--- config.mk ---
export PLATFORM = sky130hd
export DESIGN_NAME = block_average_downscale
export DESIGN_NICKNAME = d
export VERILOG_FILES = /design/src/rtl/block_average_downscale.sv
export SDC_FILE = /design/constraint.sdc
export NUM_CORES = 1
export LEC_CHECK = 0
export BUFFER_PORTS_ARGS = -buffer_cell sky130_fd_sc_hd__buf_2
export CORE_UTILIZATION = 40
export DETAILED_ROUTE_END_ITERATION = 10
export PLACE_DENSITY = 0.59
export SYNTH_ARGS = -nofsm -noshare
export SYNTH_HDL_FRONTEND = slang
export SYNTH_SLANG_ARGS = --single-unit
--- constraint.sdc ---
create_clock -name clk -period 13 [get_ports clk]
set_input_delay 2.6 -clock clk [delete_from_list [all_inputs] [get_ports clk]]
set_output_delay 2.6 -clock clk [all_outputs]
set_load 0.005 [all_outputs]
--- src/rtl/block_average_downscale.sv ---
// block_average_downscale: zoom-out engine. Walks the 160x120 source frame in
// FxF blocks (F = 1, 2, 4), sums each block from a synchronous ROM and writes
// the block average to the frame-buffer write port, one pixel per block.
// Optional build macro BLOCK_AVG_ROUND_EN: round-half-up average instead of
// truncation (F=1 results are identical either way).
module block_average_downscale #(
  parameter int IMG_WIDTH_IN  = 160,
  parameter int IMG_HEIGHT_IN = 120,
  parameter int READ_LATENCY  = 1
) (
  input  logic        clk,
  input  logic        rst_n,
  input  logic        enable,
  input  logic [2:0]  zoom_level,
  input  logic [7:0]  pixel_in,
  output logic [14:0] read_addr,
  output logic [7:0]  pixel_out,
  output logic [18:0] write_addr,
  output logic        write_en,
  output logic        done
);

  localparam int STAGES = READ_LATENCY - 1;

  typedef enum logic [2:0] {IDLE, READ, DRAIN, WRITE, DONE} state_t;

  state_t        state, state_nx;
  logic [1:0]    sh;          // log2 F, latched at frame start
  logic [3:0]    cnt;         // sample index inside block, or drain count
  logic [7:0]    ox, oy;      // output block coordinates
  logic [11:0]   acc;
  logic [STAGES:0] vld_pipe;  // read-issue valid, delayed to match ROM latency

  logic [3:0]    blk_max, dmask, dx, dy;
  logic [7:0]    w_last, h_last;
  logic          read_last, drain_last, frame_last, issue;
  logic [12:0]   sum;
  logic [7:0]    avg;
  logic [14:0]   src_x, src_y;

  // block geometry for the latched zoom factor
  always_comb begin
    blk_max    = 4'((5'd1 << {sh, 1'b0}) - 5'd1);
    dmask      = (4'd1 << sh) - 4'd1;
    dx         = cnt & dmask;
    dy         = cnt >> sh;
    w_last     = 8'((IMG_WIDTH_IN >> sh) - 1);
    h_last     = 8'((IMG_HEIGHT_IN >> sh) - 1);
    read_last  = (cnt == blk_max);
    drain_last = (cnt == 4'(READ_LATENCY - 1));
    frame_last = (ox == w_last) && (oy == h_last);
    issue      = (state == READ);
  end

  // state register
  always_ff @(posedge clk or negedge rst_n) begin
    if (!rst_n) state <= IDLE;
    else        state <= state_nx;
  end

  // next-state: enable low aborts from anywhere
  always_comb begin
    state_nx = state;
    if (!enable) state_nx = IDLE;
    else begin
      case (state)
        IDLE:    state_nx = (zoom_level <= 3'd2) ? READ : DONE;
        READ:    if (read_last)  state_nx = DRAIN;
        DRAIN:   if (drain_last) state_nx = WRITE;
        WRITE:   state_nx = frame_last ? DONE : READ;
        DONE:    state_nx = DONE;
        default: state_nx = IDLE;
      endcase
    end
  end

  // latch zoom factor on frame start; later zoom changes are ignored
  always_ff @(posedge clk or negedge rst_n) begin
    if (!rst_n) sh <= 2'd0;
    else if (state == IDLE && state_nx == READ)
      sh <= (zoom_level == 3'd2) ? 2'd0 : (zoom_level == 3'd1) ? 2'd1 : 2'd2;
  end

  // sample / drain counter and output block position
  always_ff @(posedge clk or negedge rst_n) begin
    if (!rst_n) begin
      cnt <= '0; ox <= '0; oy <= '0;
    end else if (!enable) begin
      cnt <= '0; ox <= '0; oy <= '0;
    end else begin
      case (state)
        READ:  cnt <= read_last  ? 4'd0 : cnt + 4'd1;
        DRAIN: cnt <= drain_last ? 4'd0 : cnt + 4'd1;
        WRITE: if (!frame_last) begin
          if (ox == w_last) begin
            ox <= '0;
            oy <= oy + 8'd1;
          end else ox <= ox + 8'd1;
        end
        default: ;
      endcase
    end
  end

  // read-valid shift register; flushed on abort so in-flight data is dropped
  generate
    if (STAGES == 0) begin : g_vld1
      always_ff @(posedge clk or negedge rst_n) begin
        if (!rst_n)       vld_pipe <= '0;
        else if (!enable) vld_pipe <= '0;
        else              vld_pipe <= issue;
      end
    end else begin : g_vldn
      always_ff @(posedge clk or negedge rst_n) begin
        if (!rst_n)       vld_pipe <= '0;
        else if (!enable) vld_pipe <= '0;
        else              vld_pipe <= {vld_pipe[STAGES-1:0], issue};
      end
    end
  endgenerate

  // block accumulator; cleared in IDLE and after each write
  always_ff @(posedge clk or negedge rst_n) begin
    if (!rst_n) acc <= '0;
    else if (!enable || state == IDLE || state == WRITE) acc <= '0;
    else if (vld_pipe[STAGES]) acc <= acc + {4'd0, pixel_in};
  end

  // block average
  always_comb begin
`ifdef BLOCK_AVG_ROUND_EN
    sum = {1'b0, acc} + 13'(5'(5'd1 << {sh, 1'b0}) >> 1);
`else
    sum = {1'b0, acc};
`endif
    avg = 8'(sum >> {sh, 1'b0});
  end

  // ports: addresses and data only present in their own states
  always_comb begin
    src_y      = (15'(oy) << sh) + 15'(dy);
    src_x      = (15'(ox) << sh) + 15'(dx);
    read_addr  = (state == READ) ? src_y * 15'(IMG_WIDTH_IN) + src_x : 15'd0;
    write_en   = (state == WRITE);
    write_addr = (state == WRITE) ?
                 ((19'(oy) * 19'(IMG_WIDTH_IN)) >> sh) + 19'(ox) : 19'd0;
    pixel_out  = (state == WRITE) ? avg : 8'd0;
    done       = (state == DONE);
  end

endmodule

# ---- After elaboration in Yosys (flattened, before gate mapping)
# Index checks and enable logic that the tools add are counted.
dict set report word_totals {
  wordCells 82
  register_bits 38
  inputBits 14
  output_inout_bits 44
}
dict set report classes {
  n_reduce_logical 10
  n_eq_ne 14
  shift 9
  mul 2
  muxes 26
  n_bitwise 1
  n_addsub 12
  order_cmp 1
}
# operator n
set ops {}
lappend ops {{8-bit 2-to-1 mux} 9}
lappend ops {{15-bit by 4-bit adder with 15-bit output} 2}
lappend ops {{8-bit by 2-bit << shifter with 15-bit output} 2}
lappend ops {{12-bit 2-to-1 mux} 2}
lappend ops {{19-bit by 8-bit adder with 19-bit output} 1}
lappend ops {{19-bit 2-to-1 mux} 1}
lappend ops {{16-bit by 2-bit right shift with 19-bit output} 1}
lappend ops {{8-bit by 1-bit adder with 8-bit output (second input constant)} 2}
lappend ops {{8-bit equality test} 2}
lappend ops {{8-bit by 2-bit subtractor with 8-bit output (second input constant)} 2}
lappend ops {{15-bit adder} 1}
lappend ops {{15-bit by 3-bit multiplier with 10-bit output (second input constant)} 1}
lappend ops {{15-bit 2-to-1 mux} 1}
lappend ops {{3-bit 2-to-1 mux} 5}
lappend ops {{3-bit one-hot mux with 5 select lines} 1}
lappend ops {{12-bit by 8-bit adder with 12-bit output} 1}
lappend ops {{4-bit 2-to-1 mux} 3}
lappend ops {{12-bit by 3-bit right shift with 8-bit output} 1}
lappend ops {{8-bit by 3-bit multiplier with 11-bit output (second input constant)} 1}
lappend ops {{3-bit by 1-bit equality test with 1-bit output (second input constant)} 3}
lappend ops {{3-bit by 2-bit equality test with 1-bit output (second input constant)} 3}
lappend ops {{4-bit one-hot mux with 2 select lines} 1}
lappend ops {{7-bit by 2-bit right shift with 8-bit output (first input constant)} 1}
lappend ops {{8-bit by 2-bit right shift with 8-bit output (first input constant)} 1}
lappend ops {{22 further kinds} 27}

# ---- Depth between registers and ports, before layout
# Gate-level depths: netlist (run 1).
dict set report depth {
  depth_word 9
  depth_mapped 27
  mapped_depth_nobuf 22
}

# ---- Worst setup path before layout (run 1)
# OpenSTA, ideal clock, no wires.
dict set report synth_timing {
  path_type {flip-flop to output port}
  startpoint {register sh[0]}
  endpoint {output port read_addr[14]}
  n_path_buf 5
  t_required_ps 10400
  setup_slack_ps 5322
  arrival_time_ps 5078
  stages_incl_launch_ff 26
  cell_sequence {dfrtp_1 buf_4 buf_2 buf_4 buf_2 buf_1 o21ai_0 nand2_1 o21ai_0 ha_1 fa_1 a21o_1 a21oi_1 xor2_1 and2_1 or2_2 fa_1 inv_1 ha_1 nor3_1 o21a_1 o31ai_1 a31o_2 and4_1 xnor3_1 nor2_1}
}
dict set report synth_between {
  elab_chain_len 6
  elab_cells_between_ends 11
  classes_between {add/sub: 4; mul: 1; shift: 4; mux: 1; bitwise: 1}
}
# item line_no
set synth_rtl {}
lappend synth_rtl {{start, declared} 28} ;# logic [1:0] sh;
lappend synth_rtl {{start signal, assigned} 81} ;# sh <= (zoom_level == 3'd2) ? 2'd0 : (zoom_level == 3'd1) ? 2'd1 : 2'd2;
lappend synth_rtl {{parallel branches: the longest is 4 deep, another holds 15-bit by 4-bit adder with 15-bit output} n/a}
lappend synth_rtl {{15-bit adder (*)} 143} ;# read_addr = (state == READ) ? src_y * 15'(IMG_WIDTH_IN) + src_x : 15'd0;
lappend synth_rtl {{15-bit 2-to-1 mux (*)} 143}
lappend synth_rtl {{end, declared} 16} ;# output logic [14:0] read_addr,
# Every way passes the cells marked *.

# ---- Worst setup path after layout (run 1)
dict set report layout_timing {
  startpoint {register sh[1]}
  endpoint {output port read_addr[14]}
}
# Same word-level chain as after synthesis.

==> out/metrics.csv, run 1 <==
metric;value;unit
ir_drop;0.07987;mV
holdWs;564.7;ps
synth_top_family_by_area;simple AND/OR/NAND/NOR gates;
synth_edf_count;0;
yosysSeqAreaShare;0.1663;
crit_required;10400;ps
cts_buffer_depth;2;
setup_viol;0;
core_area;13930;µm²
wire_per_inst;15.34;µm
fin_crit;8631;ps
cts_buffers;5;
h-tree-depth;2;
synthesis.area;5719;µm²
cp_num_cells;21;
clock-sinks;38;
num_io_pins;58;
row_count;43;
synth_compound_area_frac;0.1844;
status;completed;
ys_ff_latch;38;
grt_pass1_wl;23450;µm
async_flop_share;1.000;
cts_hold_buf;0;
r2r_setup_slack;8940;ps
path_cells;inv_1 > nand2_1 > o21ai_0 > ha_1 > fa_1 > a21o_1 > a21oi_1 > xor2_1 > and2_1 > or2_2 > fa_1 > inv_1 > ha_1 > nor3_1 > o21a_1 > o31ai_1 > a31o_2 > and4_1 > xnor3_1 > nor2_1 > buf_2;
drive_above_1_share;0.1389;
met1Wirelength;6682;µm
hold_viol;0;
wl_met2;6727;µm
cp_slowest_stage_delay;1010;ps
yosysWarnings;0;
reg2reg_to;sh[1];
synthAdderAreaFrac;0.1610;
powerDensity;74.74;nW/µm²
highest_layer;met4;
die_h;121.6;µm
reg2reg_depth;10;
root_buffer;clkbuf_16;
grt_setup_unrepaired;no;
syn_inst;700;
fin_crit_sh;0.6639;
leakage;2.934;nW
drc_errors;0;
r2r-start;sh[0];
firstDrtPassIters;5;
dieWidth;121.6;µm
grt_max_degree;55;
fill_cells;1365;
cp_max_fo;54;
die_area;14780;µm²
cts_tree;yes;
grt_pass1_vias;4910;
cpLargestDelayFamily;adder cells;
max_freq;115.9;MHz
drv_slew;0;
post-dp-hpwl;10590;µm
synthMuxAreaShare;0.08641;
cts_setup_buffers;0;
vias;5104;
hold_path_class;register to register;
crit_start;sh[1];
maxCapViolations;0;
cts_resized;0;
endpoint_kind;primary output;
syn-mean-instance-area;8.170;µm²
syn2layout_area_growth;7.810;%
path_class;register to primary output;
antenna_cells;0;
numPortBuffers;54;
clkTransAtPathRegs;60;ps
yosys.area_share.simple;0.2476;
routabilityCongestion;0.8340;
routed_via_density;5.627;
grt_overflow;0;
wl;13910;µm
track_usage;0.1956;
insertion_delay;290;ps
cp_data_arrival_time;6030;ps
synthXorXnorAreaFrac;0.09735;
wl_met3;330;µm
slew_headroom;0.2658;
start_kind;register;
crit_end;read_addr[14];
cp_slowest_cell;dfrtp_2;
yosys.cell_types.count;77;
antenna_found_initial;0;
ys.flop_type;dfrtp_1;
finalSetupTns;0;ps
final_nets;810;
path_buf_inv;3;
start_util;0.4104;
fin_worst_skew;9.980;ps
drt-initial-drc-count;289;
ant_nets;0;
worst_pin_slew;1094;ps
## stage by stage
| step | total power, W | utilization | setup slack, ps | cells | area (µm²) |
|---|---|---|---|---|---|
| finish | 0.0004609 | 0.4425 | 4369 | 907 | 6166 |
| global route | 0.0004971 | 0.4425 | 3823 | 907 | 6166 |
| CTS | 0.0004639 | 0.4425 | 4378 | 907 | 6166 |
| detailed placement | 0.0003415 | 0.4325 | 4714 | 899 | 6027 |
| global placement | 0.0003365 | 0.4325 | 4877 | 899 | 6027 |
| floorplan | 0.0003025 | - | 5322 | 702 | 5727 |
## registers in the layout (all words and copies together), names as in the netlist
| register | flops |
|---|---|
| vld_pipe | 1 |
| oy | 8 |
| sh | 2 |
| ox | 8 |
| acc | 12 |
| state | 3 |
| cnt | 4 |
## cells by family (layout without fill, tap and decap cells)
group	after synthesis	count (layout)
simple gates	263	263
compound gates	161	161
fa+ha+maj	70	70
buf+inv	68	93
xor+xnor	62	62
flops	38	38
mux	37	37
other cells	1	3
## report_power, final
group          switching, W  internal [W]
clock             0.0000502     0.0000705
combinational      0.000110     0.0000787
sequential        0.0000280      0.000123
## cell usage in the layout (no fill, tap or decap), types with 7 or more instances in the layout
cell	instances
a211oi_1	12
dfrtp_1	36
nand3_1	17
nand2b_1	12
nor2b_1	22
mux4_2	7
a21o_1	15
xnor2_1	33
inv_1	28
o21ai_0	33
xor2_1	28
buf_2	54
nor3b_1	7
a21oi_1	49
ha_1	64
nand4_1	7
nand2_1	45
nor3_1	10
nor2_1	74
and2_1	30
mux2i_1	25
## worst register-to-register path: stages, from the launching register on
cell and delay, ps:
dfrtp_2 640, buf_4 510, clkinv_1 530, ha_1 460, xnor2_1 160, nor4_1 300
nand4_1 320, o21ai_4 360, nor3b_1 200, and4bb_1 280, mux2i_1 140
## cell type report
type	instances	area, µm²	share of cell area
Multi-Input combinational cell	596	4454	0.7224
Sequential cell	38	953.4	0.1546
Timing Repair Buffer	56	285.3	0.04627
Tap cell	180	225.2	0.03653
Clock buffer	6	128.9	0.02090
Inverter	29	108.9	0.01765
Clock inverter	2	10.01	0.001623
## cells in the mapped netlist, types with 6 or more instances
library cell	instances	share of area
nor2_1	74	0.049
mux4_2	7	0.028
nand2_1	45	0.030
nand3_1	17	0.015
inv_1	28	0.018
a31oi_1	6	0.0066
nor2b_1	22	0.024
clkbuf_1	19	0.012
xor2_1	28	0.043
fa_1	6	0.021
buf_4	7	0.0092
buf_2	8	0.0070
o21ai_0	33	0.029
nand2b_1	12	0.013
nor3_1	10	0.0088
nand4_1	7	0.0077
nor3b_1	7	0.0092
and2_1	30	0.033
xnor2_1	33	0.051
o211ai_1	6	0.0079
dfrtp_1	38	0.17
a21o_1	15	0.020
a211oi_1	12	0.016
a21oi_1	49	0.043
mux2i_1	25	0.044
ha_1	64	0.14
## worst min path at each step
stage | from | endpoint | cells past startpoint
finish | acc[0] | acc[0] | 2
global route | acc[3] | acc[3] | 2
CTS | acc[0] | acc[0] | 2
detailed placement | acc[0] | acc[0] | 2
global placement | acc[0] | acc[0] | 2
floorplan | acc[0] | acc[0] | 2
## per-layer routing
| layer | up-vias | track usage |
|---|---|---|
| li1 | 2549 | - |
| met1 | 2458 | 0.2665 |
| met2 | 85 | 0.3320 |
| met3 | 12 | 0.02388 |
| met4 | 0 | 0.03858 |
| met5 | - | 0 |
Note: power is estimated with default switching activity, not from simulation.
==> run 2: changes to the inputs <==
ABC_AREA = 1   (was unset)
PLACE_DENSITY = 0.61   (was 0.59)
clock period = 6.95 ns   (was 13 ns; I/O delays follow)
==> out/metrics.csv, run 2 <==
metric;value;unit;change
status;completed;;unchanged
clkTransAtPathRegs;60;ps;about the same
track_usage;0.2095;;was 0.1956
ant_nets;0;;unchanged
cts_hold_buf;0;;unchanged
die_h;123.2;µm;was 121.6 µm
drt-initial-drc-count;364;;was 289
ir_drop;0.1794;mV;was 0.07987 mV
ys.flop_type;dfrtp_1;;unchanged
grt_pass1_vias;5396;;was 4910
power;0.001807;W;was 0.0004609 W
holdWs;537.4;ps;was 564.7 ps
routed_via_density;5.225;;was 5.627
num_io_pins;58;;unchanged
yosysTopAreaCellShare;0.1617;;was 0.1663
row_count;43;;unchanged
antenna_found_initial;0;;unchanged
die_area;15190;µm²;was 14780 µm²
hold_viol;0;;unchanged
cts_resized;0;;unchanged
synthesis.area;5879;µm²;was 5719 µm²
drc_errors;0;;unchanged
r2r-start;sh[0];;unchanged
cts_buffers;5;;unchanged
dp_slack;997.0;ps;was 4714 ps
final_nets;1055;;was 810
ys_top_cells_by_area;dfrtp_1, nand2_1, ha_1, nand3_1, inv_1;;was dfrtp_1, ha_1, xnor2_1, nor2_1, mux2i_1
finalSetupTns;0;ps;unchanged
vias;6019;;was 5104
cts_buffer_depth;2;;unchanged
routabilityCongestion;0.8278;;was 0.8340
core_area;14100;µm²;was 13930 µm²
numPortBuffers;54;;unchanged
endpoint_kind;primary output;;unchanged
firstDrtPassIters;5;;unchanged
start_kind;register;;unchanged
grt_max_degree;56;;was 55
synth_edf_count;0;;unchanged
syn_inst;937;;was 700
cp_max_fo;31;;was 54
largest_register_ffs;12;;unchanged
drive_above_1_share;0.1173;;was 0.1389
grt_setup_unrepaired;no;;unchanged
maxCapViolations;0;;unchanged
yosysMostFrequentCell;nand2_1;;was nor2_1
fin_crit;6260;ps;
layout_commonest_cell;nand2_1;;was nor2_1
yosysWarnings;0;;unchanged
fin_worst_skew;4.447;ps;was 9.980 ps
slew_headroom;0.3948;;was 0.2658
yosysTopAreaCell;dfrtp_1;;unchanged
antenna_cells;0;;unchanged
fill_cells;1514;;was 1365
cts_tree;yes;;unchanged
grt_overflow;0;;unchanged
placed_area;6222;µm²;was 6027 µm²
whs_endpoint;acc[11];;was acc[0]
insertion_delay;280;ps;was 290 ps
wl;15120;µm;was 13910 µm
start_util;0.4171;;was 0.4104
hold-path-cell-count;2;;unchanged
r2r_setup_slack;3910;ps;was 8940 ps
hold_path_class;register to register;;unchanged
ys_ff_latch;38;;unchanged
yosys.cell_types.count;53;;was 77
h-tree-depth;2;;unchanged
powerDensity;282.8;nW/µm²;was 74.74 nW/µm²
post-dp-hpwl;11830;µm;was 10590 µm
worst_pin_slew;907.8;ps;was 1094 ps
drv_slew;0;;unchanged
cts_setup_buffers;0;;unchanged
fin_crit_sh;0.9007;;
grt_pass1_wl;25670;µm;was 23450 µm
setup_viol;0;;unchanged
synthTopCellsByCount;nand2_1, inv_1, nand3_1, nor2_1;;was nor2_1, ha_1, a21oi_1
hp-start;acc[11];;was acc[0]
wire_per_inst;13.12;µm;was 15.34 µm
reg2reg_depth;11;;was 10
layout_common_cells;nand2_1, inv_1, nand3_1, nor2_1;;was nor2_1, ha_1, buf_2, a21oi_1, nand2_1
largest_registers;acc (12), ox (8), oy (8);;unchanged
syn-mean-instance-area;6.275;µm²;was 8.170 µm²
syn2layout_area_growth;8.661;%;was 7.810%
dieWidth;123.2;µm;was 121.6 µm
clock-sinks;38;;unchanged
leakage;3.218;nW;was 2.934 nW
crit_required;5560;ps;was 10400 ps
cp_data_arrival_time;4870;ps;was 6030 ps
fin_ws;690.2;ps;was 4369 ps
max_freq;159.7;MHz;
reg2reg_to;ox[3];;was sh[1]
fin_area;6389;µm²;was 6166 µm²
top_register;acc;;unchanged
root_buffer;clkbuf_16;;unchanged
yosysSeqAreaShare;0.1617;;was 0.1663
path_class;register to primary output;;unchanged
async_flop_share;1.000;;unchanged
[run 2: changes by cell type after synthesis, moves of 15 or more]
cell / change
nand2_1: +191
inv_1: +68
nand3_1: +62
o21ai_0: +34
and2_1: -29
xnor2_1: -26
nor2b_1: -22
mux2i_1: -21
a21oi_1: +18
o21ai_1: +15
[run 2: worst max-delay path, cell delays in order (launching register included)]
cell and delay [ps]:
dfrtp_2 580, inv_4 340, o21ai_0 120, a21oi_1 170
a21oi_1 60, ha_1 250, fa_1 410, a31oi_1 290
xnor2_2 190, xor2_1 220, inv_1 90, fa_1 470
xnor2_1 160, ha_1 330, nand2_1 100, inv_1 40
a221oi_1 240, nand3_1 190, nand3_1 110, nand2_1 50
nor2_1 70, buf_2 110
[run 2: cell type report]
cell class | instances | area, µm² | share of cell area
repair buffers | 59 | 307.8 | 0.04818
well taps | 180 | 225.2 | 0.03525
clock buffers | 6 | 128.9 | 0.02017
flip-flops and latches | 38 | 952.2 | 0.1490
clock inverters | 2 | 37.54 | 0.005875
multi-input cells | 760 | 4333 | 0.6782
inverters | 107 | 404.1 | 0.06326
[run 2: cells by family (layout without fill, tap and decap cells)]
family / after synthesis / count (layout) / synth area share
simple gates: 462 / 462 / 0.3452
compound gates: 192 / 192 / 0.1820
buf+inv: 141 / 174 / 0.1026
fa+ha+maj: 70 / 70 / 0.1566
flops: 38 / 38 / 0.1617
xor+xnor: 29 / 29 / 0.04448
mux: 4 / 4 / 0.006810
other cells: 1 / 3 / 0.0006378
[run 2: report_power, final]
| group | leakage (nW) | switching (W) | internal [W] |
|---|---|---|---|
| combinational | 2.62 | 0.000826 | 0.000428 |
| clock | 0.0771 | 0.0000930 | 0.000170 |
| sequential | 0.517 | 0.0000477 | 0.000243 |
[run 2: worst max path at each step]
stage	from	endpoint	depth (start not counted)
finish	sh[0]	read_addr[13]	21
floorplan	sh[1]	read_addr[13]	23
CTS	sh[0]	read_addr[13]	21
global route	sh[0]	read_addr[13]	20
detailed placement	sh[0]	read_addr[13]	21
global placement	sh[0]	read_addr[13]	20
[run 2: per-layer routing]
metal  GRT usage  wire, µm
met5           0         0
met4     0.02259        78
met3     0.01614       423
met2      0.3485      6803
met1      0.3037      7812
[run 2: through the flow]
step                utilization  cells
floorplan                     -    939
global placement         0.4414   1144
detailed placement       0.4414   1144
CTS                      0.4532   1152
global route             0.4532   1152
finish                   0.4532   1152
